--- src/rtl/mem_access_stage.sv ---
// mem_access_stage: memory stage of the RISC-V pipeline.
// Turns the EX/ME memory controls into a request/grant/rvalid data-memory
// transaction, builds byte strobes and lane-replicated store data, extracts
// and extends load data, and stalls the upstream registers while busy.
//
// Optional feature macro: MEM_MISALIGN_CHECK_EN
//   defined   : misaligned half/word accesses are not issued; they complete
//               in DONE with misalign_out=1.
//   undefined : misalign_out is tied low; low address bits only steer lanes.
//
// Ports:
//   clk, rst (sync, active-low)
//   addr_in, write_data_in, mem_read_in, mem_write_en_in,
//   mem_length_in, mem_sign_in                      - EX/ME controls
//   dmem_req, dmem_we, dmem_addr, dmem_wstrb, dmem_wdata,
//   dmem_gnt, dmem_rvalid, dmem_rdata               - data-memory port
//   stall, load_data_out, mem_done, misalign_out    - pipeline side
module mem_access_stage #(
  parameter int unsigned ADDR_W = 32
) (
  input  logic              clk,
  input  logic              rst,
  input  logic [ADDR_W-1:0] addr_in,
  input  logic [31:0]       write_data_in,
  input  logic              mem_read_in,
  input  logic              mem_write_en_in,
  input  logic [1:0]        mem_length_in,
  input  logic              mem_sign_in,
  output logic              dmem_req,
  output logic              dmem_we,
  output logic [ADDR_W-1:0] dmem_addr,
  output logic [3:0]        dmem_wstrb,
  output logic [31:0]       dmem_wdata,
  input  logic              dmem_gnt,
  input  logic              dmem_rvalid,
  input  logic [31:0]       dmem_rdata,
  output logic              stall,
  output logic [31:0]       load_data_out,
  output logic              mem_done,
  output logic              misalign_out
);

  typedef enum logic [1:0] {IDLE, REQ, WAIT, DONE} state_t;

  state_t      state;
  logic        access;
  logic        misaligned;
  logic [31:0] shifted;
  logic [31:0] load_ext;

  // Store wins when both enables are high, so dmem_we is just the store enable.
  assign access = mem_read_in | mem_write_en_in;

`ifdef MEM_MISALIGN_CHECK_EN
  assign misaligned = access &
                      (((mem_length_in == 2'b01) & addr_in[0]) |
                       (mem_length_in[1] & (addr_in[1:0] != 2'b00)));
`else
  assign misaligned = 1'b0;
`endif

  // Handshake outputs are combinational on state and inputs.
  always_comb begin
    dmem_req = 1'b0;
    stall    = 1'b0;
    case (state)
      IDLE: begin
        dmem_req = access & ~misaligned;
        stall    = access;
      end
      REQ: begin
        dmem_req = 1'b1;
        stall    = 1'b1;
      end
      WAIT:    stall = 1'b1;
      default: ;
    endcase
  end

  assign dmem_we   = mem_write_en_in;
  assign dmem_addr = {addr_in[ADDR_W-1:2], 2'b00};

  // Byte-lane strobes and replicated store data.
  always_comb begin
    dmem_wstrb = 4'b0000;
    dmem_wdata = write_data_in;
    case (mem_length_in)
      2'b00: begin
        dmem_wstrb = 4'b0001 << addr_in[1:0];
        dmem_wdata = {4{write_data_in[7:0]}};
      end
      2'b01: begin
        dmem_wstrb = addr_in[1] ? 4'b1100 : 4'b0011;
        dmem_wdata = {2{write_data_in[15:0]}};
      end
      default: dmem_wstrb = 4'b1111;
    endcase
    if (!mem_write_en_in) dmem_wstrb = 4'b0000;
  end

  // Load extraction: shift the addressed byte to lane 0, then extend.
  always_comb begin
    shifted  = dmem_rdata >> {addr_in[1:0], 3'b000};
    load_ext = shifted;
    case (mem_length_in)
      2'b00: load_ext = mem_sign_in ? {{24{shifted[7]}}, shifted[7:0]}
                                    : {24'h000000, shifted[7:0]};
      2'b01: load_ext = mem_sign_in ? {{16{shifted[15]}}, shifted[15:0]}
                                    : {16'h0000, shifted[15:0]};
      default: ;
    endcase
  end

  // Access FSM with registered completion outputs.
  always_ff @(posedge clk) begin
    if (!rst) begin
      state         <= IDLE;
      load_data_out <= 32'h0;
      mem_done      <= 1'b0;
      misalign_out  <= 1'b0;
    end else begin
      mem_done     <= 1'b0;
      misalign_out <= 1'b0;
      case (state)
        IDLE: begin
          if (access) begin
            if (misaligned) begin
              state        <= DONE;
              mem_done     <= 1'b1;
              misalign_out <= 1'b1;
            end else if (dmem_gnt) begin
              state    <= mem_write_en_in ? DONE : WAIT;
              mem_done <= mem_write_en_in;
            end else begin
              state <= REQ;
            end
          end
        end
        REQ: begin
          if (dmem_gnt) begin
            state    <= mem_write_en_in ? DONE : WAIT;
            mem_done <= mem_write_en_in;
          end
        end
        WAIT: begin
          if (dmem_rvalid) begin
            load_data_out <= load_ext;
            state         <= DONE;
            mem_done      <= 1'b1;
          end
        end
        default: state <= IDLE;  // DONE: EX/ME advances this edge, never re-issue
      endcase
    end
  end

endmodule

--- config.mk ---
export PLATFORM = sky130hd
export DESIGN_NAME = mem_access_stage
export DESIGN_NICKNAME = d
export VERILOG_FILES = /design/src/rtl/mem_access_stage.sv
export SDC_FILE = /design/constraint.sdc
export NUM_CORES = 1
export LEC_CHECK = 0
export BUFFER_PORTS_ARGS = -buffer_cell sky130_fd_sc_hd__clkbuf_2
export CAP_MARGIN = 10
export CORE_MARGIN = 2
export CORE_UTILIZATION = 40
export DETAILED_ROUTE_END_ITERATION = 10
export PLACE_DENSITY = 0.85
export SLEW_MARGIN = 40
export SYNTH_ARGS = -nofsm -noshare
export SYNTH_HDL_FRONTEND = slang
export SYNTH_SLANG_ARGS = --single-unit
--- constraint.sdc ---
create_clock -name clk -period 2.15 [get_ports clk]
set_input_delay 0.1075 -clock clk [delete_from_list [all_inputs] [get_ports clk]]
set_output_delay 0.1075 -clock clk [all_outputs]
set_load 0.01 [all_outputs]
=== After elaboration in Yosys (flattened, before gate mapping) ===
Index checks and enable logic that the tools add are counted.

* Register bits: 35
* Output and inout bits: 105
* Bits of input ports: 105

* Shift-type cells: 2
* Muxes and demuxes: 19
* Bitwise gates (word level): 1
* Reductions and logical operators: 5
* Equal/unequal tests: 6

{| class="wikitable"
|+ Operator list
! operator !! number
|-
| 32-bit one-hot mux with 2 select lines || 2
|-
| 32-bit two-way mux || 2
|-
| 32-bit by 5-bit >> shifter with 32-bit output || 1
|-
| 2-bit two-way mux || 4
|-
| 4-bit two-way mux || 2
|-
| 4-bit one-hot mux with 2 select lines || 1
|-
| 2-bit != test, second input constant || 3
|-
| 2-bit one-hot mux with 3 select lines || 1
|-
| 2-bit by 1-bit equality test with 1-bit output, second input constant || 2
|-
| 2-bit zero test || 2
|-
| 1-bit two-way mux || 4
|-
| 1-bit one-hot mux with 2 select lines || 2
|-
| 1-bit by 2-bit left shift with 4-bit output, first input constant || 1
|-
| 1-bit one-hot mux with 3 select lines || 1
|-
| 3-bit AND reduction || 1
|-
| 2-bit equality test, second input constant || 1
|-
| 2-bit AND reduction || 1
|-
| 2-bit OR reduction || 1
|-
| 1-bit OR || 1
|}

=== Depth between registers and ports, before layout ===
Gate-level depths: netlist (run 1).

* Depth in word-level cells: 4
* Mapped depth: 7
* Gate-level depth less buffers: 6

=== Worst setup path after synthesis (run 1) ===
Ideal clock, no wire load.

* Path kind: register to register
* Start: reg state[0]
* End: reg load_data_out[17]
* Period minus slack after synthesis: 1.519 ns
* Required time: 2.031 ns
* Buffers on the path: 2
* Data arrival time: 1.401 ns
* Library setup time: 0.119 ns
* Stages on the path, launching flop included: 7
* Setup slack: 0.631 ns
* Cell sequence: dfxtp_1 inv_1 ha_1 and2_1 buf_2 clkbuf_1 o221a_2

* Cells in the longest elaborated chain, start to end: 2

{| class="wikitable"
|+ RTL lines
! item !! line !! text
|-
| start: declaration || 45 || <nowiki>state_t state;</nowiki>
|-
| start signal: assignment || 132 || <nowiki>state <= mem_write_en_in ? DONE : WAIT;</nowiki>
|-
| start signal: assignment || 141 || <nowiki>state <= mem_write_en_in ? DONE : WAIT;</nowiki>
|-
| 2-bit equality test || 124 || <nowiki>case (state)</nowiki>
|-
| 2-bit AND reduction (no source line) || - ||
|-
| end signal: assignment || 147 || <nowiki>load_data_out <= load_ext;</nowiki>
|-
| end: declaration || 38 || <nowiki>output logic [31:0] load_data_out,</nowiki>
|}

No other way between the ends.
A chain may end at the register's enable or synchronous reset.

=== Final worst setup path (run 1) ===
* Start: reg state[0]
* End: reg load_data_out[15]

The elaborated chain is that of the path after synthesis.

==> impl_metrics.csv, run 1 <==
group,metric,value,unit
status,status,"completed",
yosys,synth_top_cell_by_area,"dfxtp_1",
worst_setup_path,required,2.39,ns
placed_design,place.gp.congestion,0.836,
worst_setup_path,crit_chain,"inv_1, ha_1, and2_1, nand2_1, a21oi_2, a22o_1",
power_and_ir_drop,peakVddDrop,0.000242,V
sta,slew_viol_final,0,
die,fp.coreArea,6460,um2
worst_setup_path,path_delay_family,"compound AO/OA/AOI/OAI gates",
layout,layout.nets,519,
placed_design,dp_hpwl,6.65,mm
worst_setup_path,critPathMaxStageDelay,0.35,ns
detailed_routing,first_pass_iters,6,
worst_setup_path,worstPathMaxFanout,8,
worst_setup_path,cp_data_arrival_time,1.84,ns
yosys,synth_seq_cells,35,
detailed_routing,vias,2659,
worst_setup_path,path_depth,6,
sta,relSlewSlack,0.566,
sta,setup_viol,0,
power_and_ir_drop,p_leak,1.61,nW
layout,seqCellArea,701,um2
global_routing,grt_util_all_layers,0.206,
sta,setup_tns,0,ns
layout,fin_util,0.506,
sta,rsz0062_at_grt,"no",
yosys,synthCells,309,
yosys,synth_top_area_frac,0.259,
clock_tree,cts_buffer_depth,2,
detailed_routing,drtAntennaViolNets,0,
yosys,synth-seq-area-share,0.259,
clock_tree,cts_tree,"built",
power_and_ir_drop,power.total,0.00237,W
global_routing,grt_overflow,0,
layout,diodes,0,
worst_setup_path,r2r-start,"state[0]$_SDFFE_PN0P_",
layout,drive_gt1_frac,0.479,
detailed_routing,drc,0,
die,dieHeight,86.3,um
yosys,synth_warnings,0,
worst_setup_path,reg2reg_slack,0.55,ns
run,cap_violations,0,
sta,hold_ws,0.215,ns
detailed_routing,routed_wl,8.02,mm
yosys,synth-edff-count,0,
worst_setup_path,path_class,"reg2reg",
layout,multiInputGateArea,1550,um2
yosys,synthTopCellsByArea,"dfxtp_1 26%, buf_4 12%, mux2_2 10%, mux2i_1 9.2%, o221a_1 5.0%",
sta,period_minus_slack,1.60,ns
worst_setup_path,endpoint_kind,"flop",
hold_path,hold_path_class,"in2out",
sta,clock_skew,0.00708,ns
die,placementRows,29,
layout,final_common_cell,"clkbuf_2",
clock_tree,htreeDepth,2,
hold_path,hold_depth,0,
layout,layout_common_cells,"146 x clkbuf_2, 35 x dfxtp_1, 29 x nand2_1, 25 x mux2i_1, 24 x mux2_2",
clock_tree,clockRootBuffer,"clkbuf_8",
worst_setup_path,timing.rr.end,"load_data_out[15]$_SDFFE_PN0P_",
global_routing,grt_pass1_wl,12.2,mm
hold_path,whs_endpoint,"dmem_addr[4]",
detailed_routing,post_drt_wl_per_cell,16.4,um
layout,area_delta_synth_final,20.7,%
sta,max_clock_freq,0.626,GHz
detailed_routing,drt_iter0_markers,158,
die,die_w,86.3,um
clock_tree,cts_resized,0,
clock_tree,cts_sinks,35,
sta,fin_crit_sh,0.743,
clock_tree,postCtsHoldBufs,0,
placed_design,port_buffers,146,
power_and_ir_drop,powerDensity,724,nW/um2
die,io_pins,210,
clock_tree,cts_setup_buffers,0,
hold_path,min_from,"addr_in[4]",
layout,fill_cells,630,
sta,hold_violations,0,
clock_tree,clock_latency,0.29,ns
yosys,ys_types,35,
clock_tree,clk_pin_slew,0.08,ns
die,dieArea,7440,um2
placed_design,placed_area,3180,um2
worst_setup_path,start_kind,"flop",
yosys,syn_area_per_cell,8.76,um2
detailed_routing,vias_per_cell,5.45,
yosys,synthFlopType,"dfxtp_1",
worst_setup_path,cpMaxStageDelayCell,"dfxtp_1",
global_routing,grt_start_max_net_pins,30,
global_routing,grt_pass1_vias,2503,
yosys,async_flop_share,0,
worst_setup_path,r2r_cells,6,
clock_tree,cts-buffers-inserted,5,
die,initial_core_util,0.419,
yosys,netlist_area,2710,um2
global_routing,antenna_found_initial,0,
worst_setup_path,crit_buf_inv,1,
sta,tightestPinTransition,0.650,ns
layout,design_area,3270,um2
## cells by family (layout without fill, tap and decap cells)
| logic type | count (synthesis) | count (layout) | share of synthesized area |
|---|---|---|---|
| simple gates | 65 | 65 | 0.113 |
| buf+inv | 73 | 173 | 0.172 |
| compound gates | 81 | 81 | 0.235 |
| flops | 35 | 35 | 0.259 |
| other cells | 1 | 3 | 0.00138 |
| mux | 50 | 50 | 0.201 |
| fa+ha+maj | 4 | 4 | 0.0185 |
## worst reg2reg max path: cells and delay by family, from the launching register on
family,cells,cell delay [ns]
AND/OR/NAND/NOR,2,0.36
flip-flops,1,0.35
AO/OA/AOI/OAI,2,0.55
adder cells (fa/ha/maj),1,0.21
buffers and inverters,1,0.09
## per-layer routing
metal,up-vias,global-route usage,routed length [um],part of all wire
met5,-,0,0,0
met3,25,0.0438,699,0.087
li1,1256,-,-,-
met4,0,0.0952,262,0.033
met1,1225,0.226,2900,0.36
met2,153,0.377,4170,0.52
## flip-flops by register name, summed over array words and instances (netlist names)
register / flops
load_data_out: 32
state: 2
mem_done: 1
## Yosys cell counts (all sizes together), types with 4 or more instances
cell type,number
o21ai,18
a21oi,13
o211ai,9
ha,4
nand2b,4
and2,10
mux2,24
dfxtp,35
nand2,29
buf,57
a21boi,10
o221a,16
nor2,14
inv,9
a22o,8
mux2i,25
nor2b,5
clkbuf,7
## power breakdown
part	leakage [nW]	switching [W]	total, W	internal [W]
Clock	0.0412	0.000242	0.000468	0.000226
Combinational	1.29	0.000563	0.00105	0.000487
Sequential	0.285	0.0000784	0.000847	0.000769
Total	1.61	0.000884	0.00237	0.00148
## worst max-delay path by stage
| stage | startpoint | endpoint | slack (ns) |
|---|---|---|---|
| 2_1_floorplan | state[0]$_SDFFE_PN0P_ | load_data_out[17]$_SDFFE_PN0P_ | 0.63 |
| 3_3_place_gp | addr_in[1] | load_data_out[28]$_SDFFE_PN0P_ | 0.52 |
| 3_5_place_dp | addr_in[1] | load_data_out[30]$_SDFFE_PN0P_ | 0.45 |
| 4_1_cts | state[0]$_SDFFE_PN0P_ | load_data_out[15]$_SDFFE_PN0P_ | 0.56 |
| 5_1_grt | state[0]$_SDFFE_PN0P_ | load_data_out[15]$_SDFFE_PN0P_ | 0.37 |
| 6_report | state[0]$_SDFFE_PN0P_ | load_data_out[15]$_SDFFE_PN0P_ | 0.55 |
## per-stage QoR
stage | instances | setup slack (ns)
floorplan | 311 | 0.631
global placement | 480 | 0.515
detailed placement | 480 | 0.448
CTS | 488 | 0.557
global route | 488 | 0.365
finish | 488 | 0.552
## area by class of cell
| cell class | count | area share |
|---|---|---|
| flip-flops and latches | 35 | 0.214 |
| repair buffers | 156 | 0.246 |
| inverters | 9 | 0.0103 |
| clock buffers | 6 | 0.0222 |
| well taps | 77 | 0.0295 |
| multi-input cells | 203 | 0.473 |
| clock inverters | 2 | 0.00383 |
(Power assumes the default switching activity.)
==> run 2: changes to the inputs <==
--- a/config.mk
+++ b/config.mk
@@ -8,9 +8,9 @@
 export BUFFER_PORTS_ARGS = -buffer_cell sky130_fd_sc_hd__clkbuf_2
 export CAP_MARGIN = 10
 export CORE_MARGIN = 2
-export CORE_UTILIZATION = 40
+export CORE_UTILIZATION = 37
 export DETAILED_ROUTE_END_ITERATION = 10
-export PLACE_DENSITY = 0.85
+export PLACE_DENSITY = 0.83
 export SLEW_MARGIN = 40
 export SYNTH_ARGS = -nofsm -noshare
 export SYNTH_HDL_FRONTEND = slang
==> constraint.sdc (replaced) <==
create_clock -name clk -period 1.3 [get_ports clk]
set_input_delay 0.065 -clock clk [delete_from_list [all_inputs] [get_ports clk]]
set_output_delay 0.065 -clock clk [all_outputs]
set_load 0.01 [all_outputs]
==> run 2 against run 1 <==
  * Hold slack worse by 0.13 ns
  * Routed wire length up 10%
  * Largest cell class unchanged
  * Clock-buffer cell count up 1
  * Critical path depth unchanged
  * The flow now finishes with violations (negative setup slack)
  * Cell count up 8.0%
  * Highest routed layer unchanged
==> impl_metrics.csv, run 2 (synthesis results as in run 1) <==
group,metric,value,unit
status,status,"finished with violations",
status,violations,"negative setup slack",
worst_setup_path,reg2reg_slack,-0.10,ns
layout,layout_common_cells,"144 x clkbuf_2, 33 x dfxtp_1, 26 x nand2_1, 25 x mux2i_1, 24 x mux2_2",
worst_setup_path,crit_end,"state[1]$_SDFFE_PN0P_",
clock_tree,cts_sinks,35,
die,fp.coreArea,7180,um2
power_and_ir_drop,seqPwrFrac,0.321,
power_and_ir_drop,powerDensity,1250,nW/um2
layout,stdcell_count,527,
hold_path,hold_path_class,"in2reg",
sta,setup_viol,34,
layout,seqCellArea,708,um2
layout,layout.nets,536,
global_routing,grt_pass1_vias,2531,
worst_setup_path,worstSetupStartpoint,"state[1]$_SDFFE_PN0P_",
die,initial_core_util,0.377,
worst_setup_path,cpMaxStageDelayCell,"dfxtp_4",
layout,area_delta_synth_final,33.5,%
run,cap_violations,0,
power_and_ir_drop,p_int,0.00285,W
worst_setup_path,critPathMaxStageDelay,0.38,ns
worst_setup_path,crit_chain,"inv_4, ha_4, a222oi_1, buf_4, mux2i_1, nor2b_1",
power_and_ir_drop,peakVddDrop,0.000677,V
global_routing,grt_util_all_layers,0.210,
worst_setup_path,timing.rr.end,"state[1]$_SDFFE_PN0P_",
worst_setup_path,path_class,"reg2reg",
layout,diodes,0,
layout,reg_top3,"load_data_out: 32 flops, state: 2 flops, mem_done: 1 flops",
detailed_routing,routed_wl,8.86,mm
layout,fill_cells,695,
worst_setup_path,path_delay_family,"flip-flops",
sta,period_minus_slack,1.40,ns
clock_tree,clk_pin_slew,0.07,ns
power_and_ir_drop,power_switching,0.00167,W
power_and_ir_drop,swShare,0.369,
clock_tree,clockRootBuffer,"clkbuf_8",
detailed_routing,vias,2713,
layout,drive_gt1_frac,0.535,
worst_setup_path,endpoint_kind,"flop",
die,io_pins,210,
worst_setup_path,r2r-start,"state[1]$_SDFFE_PN0P_",
detailed_routing,post_drt_wl_per_cell,16.8,um
die,dieArea,8020,um2
worst_setup_path,start_kind,"flop",
global_routing,grt_overflow,0,
clock_tree,cts_buffer_depth,2,
placed_design,port_buffers,146,
global_routing,grt_pass1_wl,12.8,mm
sta,hold_ws,0.0824,ns
worst_setup_path,path_depth,6,
clock_tree,postCtsHoldBufs,0,
die,placementRows,31,
worst_setup_path,worstPathMaxFanout,3,
sta,relSlewSlack,0.571,
worst_setup_path,crit_buf_inv,2,
detailed_routing,drtAntennaViolNets,0,
power_and_ir_drop,comb_power_share,0.512,
clock_tree,htreeDepth,2,
layout,design_area,3610,um2
sta,rsz0062_at_grt,"yes",
power_and_ir_drop,p_leak,1.75,nW
detailed_routing,drc,0,
sta,tightestPinTransition,0.642,ns
worst_setup_path,r2r_cells,6,
layout,largest_register,"load_data_out",
placed_design,place.gp.congestion,0.857,
layout,largest_reg_flops,32,
placed_design,dp_hpwl,7.12,mm
sta,fin_crit_sh,1.08,
sta,slew_viol_final,0,
placed_design,placed_area,3430,um2
detailed_routing,drt_iter0_markers,79,
global_routing,grt_start_max_net_pins,27,
sta,hold_violations,0,
power_and_ir_drop,p_clk_frac,0.167,
placed_design,place_inst,516,
detailed_routing,first_pass_iters,4,
global_routing,antenna_found_initial,0,
placed_design,place_ws,-0.362,ns
clock_tree,clock_latency,0.28,ns
sta,clock_skew,0.00216,ns
die,die_w,89.5,um
worst_setup_path,cp_data_arrival_time,1.58,ns
sta,max_clock_freq,0.713,GHz
die,dieHeight,89.5,um
layout,multiInputGateArea,1700,um2
layout,final_common_cell,"clkbuf_2",
worst_setup_path,required,1.48,ns
detailed_routing,vias_per_cell,5.15,
clock_tree,cts_tree,"built",
clock_tree,cts-buffers-inserted,5,
sta,setup_ws,-0.102,ns
[run 2: changes by cell type in the layout (fill, tap and decap cells not counted), sizes merged]
cell	previous run	this run
o31ai	1	2
buf	10	28
clkbuf	152	151
clkinvlp	1	0
[run 2: how the worst min path moves through the flow]
stage	startpoint	endpoint	slack (ns)	cells after the start
after CTS	rst	load_data_out[16]$_SDFFE_PN0P_	0.08	2
after global routing	rst	load_data_out[16]$_SDFFE_PN0P_	0.09	2
after global placement	addr_in[20]	dmem_addr[20]	0.13	0
after detailed placement	addr_in[20]	dmem_addr[20]	0.13	0
final	rst	load_data_out[16]$_SDFFE_PN0P_	0.08	2
after floorplan	addr_in[10]	dmem_addr[10]	0.22	1
[run 2: worst reg2reg max path, cell delays in order, from the launching register on]
cell and delay, ns:
dfxtp_4 0.38, inv_4 0.05, ha_4 0.15, a222oi_1 0.31, buf_4 0.18, mux2i_1 0.17
nor2b_1 0.06
[run 2: power by group through the flow]
stage	clock network [W]	logic, W	registers [W]
4_1_cts	0.000767	0.00228	0.00145
3_3_place_gp	0	0.00197	0.00147
6_report	0.000755	0.00231	0.00145
5_1_grt	0.000802	0.00253	0.00147
3_5_place_dp	0	0.00202	0.00148
2_1_floorplan	0	0.00128	0.00153
[run 2: timing repair]
item | in CTS | in global routing
pin swaps | 14 | 7
gates cloned | 1 | 0
buffers inserted | 2 | 0
gates resized for setup | 19 | 6
setup endpoints to repair | 38 | 43
[run 2: area by class of cell]
cell class | instances | share of cell area
multi-input cells | 204 | 0.470
repair buffers | 172 | 0.267
flip-flops and latches | 35 | 0.196
well taps | 99 | 0.0343
clock buffers | 7 | 0.0211
inverters | 9 | 0.0107
clock inverters | 1 | 0.00138
[run 2: through the flow]
stage,setup TNS (ns),util,power (W)
2_1_floorplan,-0.823,-,0.00280
3_3_place_gp,-6.57,0.478,0.00344
3_5_place_dp,-7.80,0.478,0.00350
4_1_cts,-1.62,0.502,0.00450
5_1_grt,-3.73,0.504,0.00480
6_report,-1.43,0.504,0.00451
[run 2: per-layer routing]
| metal | GRT usage | vias up | wire length (um) |
|---|---|---|---|
| met5 | 0 | - | 0 |
| met4 | 0.0814 | 0 | 279 |
| met3 | 0.0480 | 20 | 630 |
| met2 | 0.379 | 130 | 4490 |
| met1 | 0.238 | 1266 | 3460 |
| li1 | - | 1297 | - |
==> run 3: changes to the inputs <==
--- a/config.mk
+++ b/config.mk
@@ -11,6 +11,7 @@
 export CORE_UTILIZATION = 37
 export DETAILED_ROUTE_END_ITERATION = 10
 export PLACE_DENSITY = 0.83
+export SETUP_SLACK_MARGIN = 0.5
 export SLEW_MARGIN = 40
 export SYNTH_ARGS = -nofsm -noshare
 export SYNTH_HDL_FRONTEND = slang
==> constraint.sdc (replaced) <==
create_clock -name clk -period 1.15 [get_ports clk]
set_input_delay 0.0575 -clock clk [delete_from_list [all_inputs] [get_ports clk]]
set_output_delay 0.0575 -clock clk [all_outputs]
set_load 0.01 [all_outputs]
==> run 3 against run 2 <==
  * The run still ends with negative setup slack left
  * Non-clock buffer count up 28
  * Flip-flop and latch count unchanged
  * Final area up 26%
  * Power up 28%
  * Setup slack worse by 0.19 ns
  * First-iteration DRC count up 54%
  * Hold slack better by 0.033 ns
  * Largest power group unchanged
  * Highest routed layer unchanged
==> impl_metrics.csv, run 3 (synthesis results as in run 1) <==
group,metric,value,unit
status,status,"finished with violations",
status,violations,"negative setup slack",
power_and_ir_drop,peakVddDrop,0.000595,V
worst_setup_path,cpMaxStageDelayCell,"dfxtp_4",
worst_setup_path,path_class,"reg2reg",
detailed_routing,vias_per_cell,5.25,
sta,max_clock_freq,0.695,GHz
sta,hold_ws,0.115,ns
detailed_routing,vias,2916,
global_routing,antenna_found_initial,0,
layout,layout.nets,564,
detailed_routing,routed_wl,9.61,mm
sta,setup_ws,-0.288,ns
worst_setup_path,worstPathMaxFanout,4,
sta,slew_viol_final,0,
detailed_routing,drtAntennaViolNets,0,
die,io_pins,210,
hold_path,hold_depth,0,
sta,setup_viol,36,
layout,largest_reg_flops,32,
die,placementRows,31,
worst_setup_path,path_delay_family,"flip-flops",
clock_tree,clk_pin_slew,0.07,ns
die,dieHeight,89.5,um
power_and_ir_drop,p_leak,2.15,nW
worst_setup_path,reg2reg_slack,-0.29,ns
die,fp.coreArea,7180,um2
layout,final_common_cell,"clkbuf_2",
layout,fin_util,0.632,
worst_setup_path,endpoint_kind,"flop",
worst_setup_path,required,1.34,ns
detailed_routing,post_drt_wl_per_cell,17.3,um
global_routing,grt_start_max_net_pins,24,
die,dieArea,8020,um2
sta,relSlewSlack,0.539,
die,initial_core_util,0.377,
hold_path,min_from,"addr_in[27]",
worst_setup_path,worstSetupStartpoint,"state[0]$_SDFFE_PN0P_",
clock_tree,cts_buffer_depth,2,
layout,drive_gt1_frac,0.680,
global_routing,grt_overflow,0,
sta,hold_violations,0,
placed_design,dp_hpwl,6.70,mm
power_and_ir_drop,p_int,0.00375,W
clock_tree,cts-buffers-inserted,5,
hold_path,hold_path_class,"in2out",
global_routing,grt_pass1_wl,13.6,mm
worst_setup_path,timing.rr.end,"state[1]$_SDFFE_PN0P_",
sta,tightestPinTransition,0.691,ns
placed_design,place.gp.congestion,0.848,
worst_setup_path,start_kind,"flop",
sta,rsz0062_at_grt,"yes",
clock_tree,cts_tree,"built",
die,die_w,89.5,um
worst_setup_path,cp_data_arrival_time,1.63,ns
clock_tree,htreeDepth,2,
worst_setup_path,crit_buf_inv,2,
power_and_ir_drop,power_switching,0.00202,W
global_routing,grt_pass1_vias,2755,
global_routing,grt_util_all_layers,0.220,
power_and_ir_drop,powerDensity,1270,nW/um2
worst_setup_path,critPathMaxStageDelay,0.39,ns
clock_tree,clockRootBuffer,"clkbuf_8",
layout,layout_common_cells,"80 x clkbuf_2, 51 x buf_6, 32 x dfxtp_2, 32 x buf_4, 25 x nand2_1",
sta,clock_skew,0.00704,ns
power_and_ir_drop,seqPwrFrac,0.299,
layout,largest_register,"load_data_out",
layout,area_delta_synth_final,67.6,%
worst_setup_path,r2r_cells,6,
detailed_routing,drt_iter0_markers,122,
clock_tree,cts_sinks,35,
sta,fin_crit_sh,1.25,
hold_path,whs_endpoint,"dmem_addr[27]",
detailed_routing,drc,0,
run,cap_violations,0,
detailed_routing,first_pass_iters,4,
layout,reg_top3,"load_data_out: 32 flops, state: 2 flops, mem_done: 1 flops",
sta,period_minus_slack,1.44,ns
power_and_ir_drop,comb_power_share,0.543,
placed_design,place_ws,-0.545,ns
clock_tree,clock_latency,0.29,ns
power_and_ir_drop,swShare,0.350,
layout,diodes,0,
power_and_ir_drop,p_clk_frac,0.159,
worst_setup_path,r2r-start,"state[0]$_SDFFE_PN0P_",
worst_setup_path,crit_chain,"inv_4, ha_2, a222oi_1, buf_4, mux2i_1, nor2b_1",
placed_design,port_buffers,146,
==> run 3: cell count changes in the layout (fill, tap and decap cells not counted), moves of 10 or more <==
| cell | change |
|---|---|
| buf_2 | +13 |
| buf_4 | +10 |
| mux2_4 | +16 |
| dfxtp_1 | -32 |
| clkbuf_2 | -64 |
| mux2_2 | -16 |
| dfxtp_2 | +32 |
| buf_8 | +11 |
| buf_6 | +48 |
==> run 3: power groups by stage <==
stage | sequential [W] | combinational (W) | clock (W)
after CTS | 0.00168 | 0.00286 | 0.000930
after global routing | 0.00175 | 0.00338 | 0.000982
after global placement | 0.00166 | 0.00232 | 0
after detailed placement | 0.00167 | 0.00240 | 0
final | 0.00173 | 0.00313 | 0.000915
after floorplan | 0.00173 | 0.00157 | 0
==> run 3: timing repair <==
| action | in CTS | in global routing |
|---|---|---|
| hold buffers | 0 | 0 |
| pin swaps | 19 | 14 |
| gates cloned | 6 | 0 |
| endpoints found under the hold margin | 0 | 0 |
| gates resized for setup | 96 | 116 |
| endpoints found under the setup margin | 98 | 98 |
| buffers inserted | 15 | 3 |
==> run 3: cell type report <==
type / instances / area [um2]
inverter: 9 / 38.8
clock buffer: 7 / 86.3
tap: 99 / 124
multi-input combinational: 204 / 1820
clock inverter: 1 / 5.00
timing repair buffer: 200 / 1710
fill: 584 / 2640
sequential: 35 / 748
==> run 3: how the worst max path moves through the flow <==
stage | to | cells past startpoint
floorplan | state[1]$_SDFFE_PN0P_ | 5
global placement | load_data_out[17]$_SDFFE_PN0P_ | 5
detailed placement | load_data_out[17]$_SDFFE_PN0P_ | 5
CTS | state[1]$_SDFFE_PN0P_ | 6
global route | state[1]$_SDFFE_PN0P_ | 6
finish | state[1]$_SDFFE_PN0P_ | 6
==> run 3: through the flow <==
| step | power [W] | TNS, ns | cell area, um2 | cells |
|---|---|---|---|---|
| final | 0.00577 | -7.96 | 4540 | 555 |
| after global routing | 0.00611 | -9.79 | 4540 | 555 |
| after CTS | 0.00547 | -7.96 | 4200 | 552 |
| after detailed placement | 0.00407 | -14.02 | 3570 | 523 |
| after global placement | 0.00398 | -11.75 | 3570 | 523 |
| after floorplan | 0.00330 | -4.69 | 2990 | 311 |
==> run 3: worst register-to-register path, cell delays in order (launching register included) <==
cell and delay (ns):
dfxtp_4 0.39, inv_4 0.04, ha_2 0.19, a222oi_1 0.30, buf_4 0.19, mux2i_1 0.17
nor2b_1 0.05
==> run 3: per-layer routing <==
layer  global-route usage  vias up  part of all wire
li1                     -     1363                 -
met1                0.275     1404              0.40
met2                0.363      126              0.51
met3               0.0508       23             0.071
met4               0.0936        0             0.023
met5                    0        -                 0
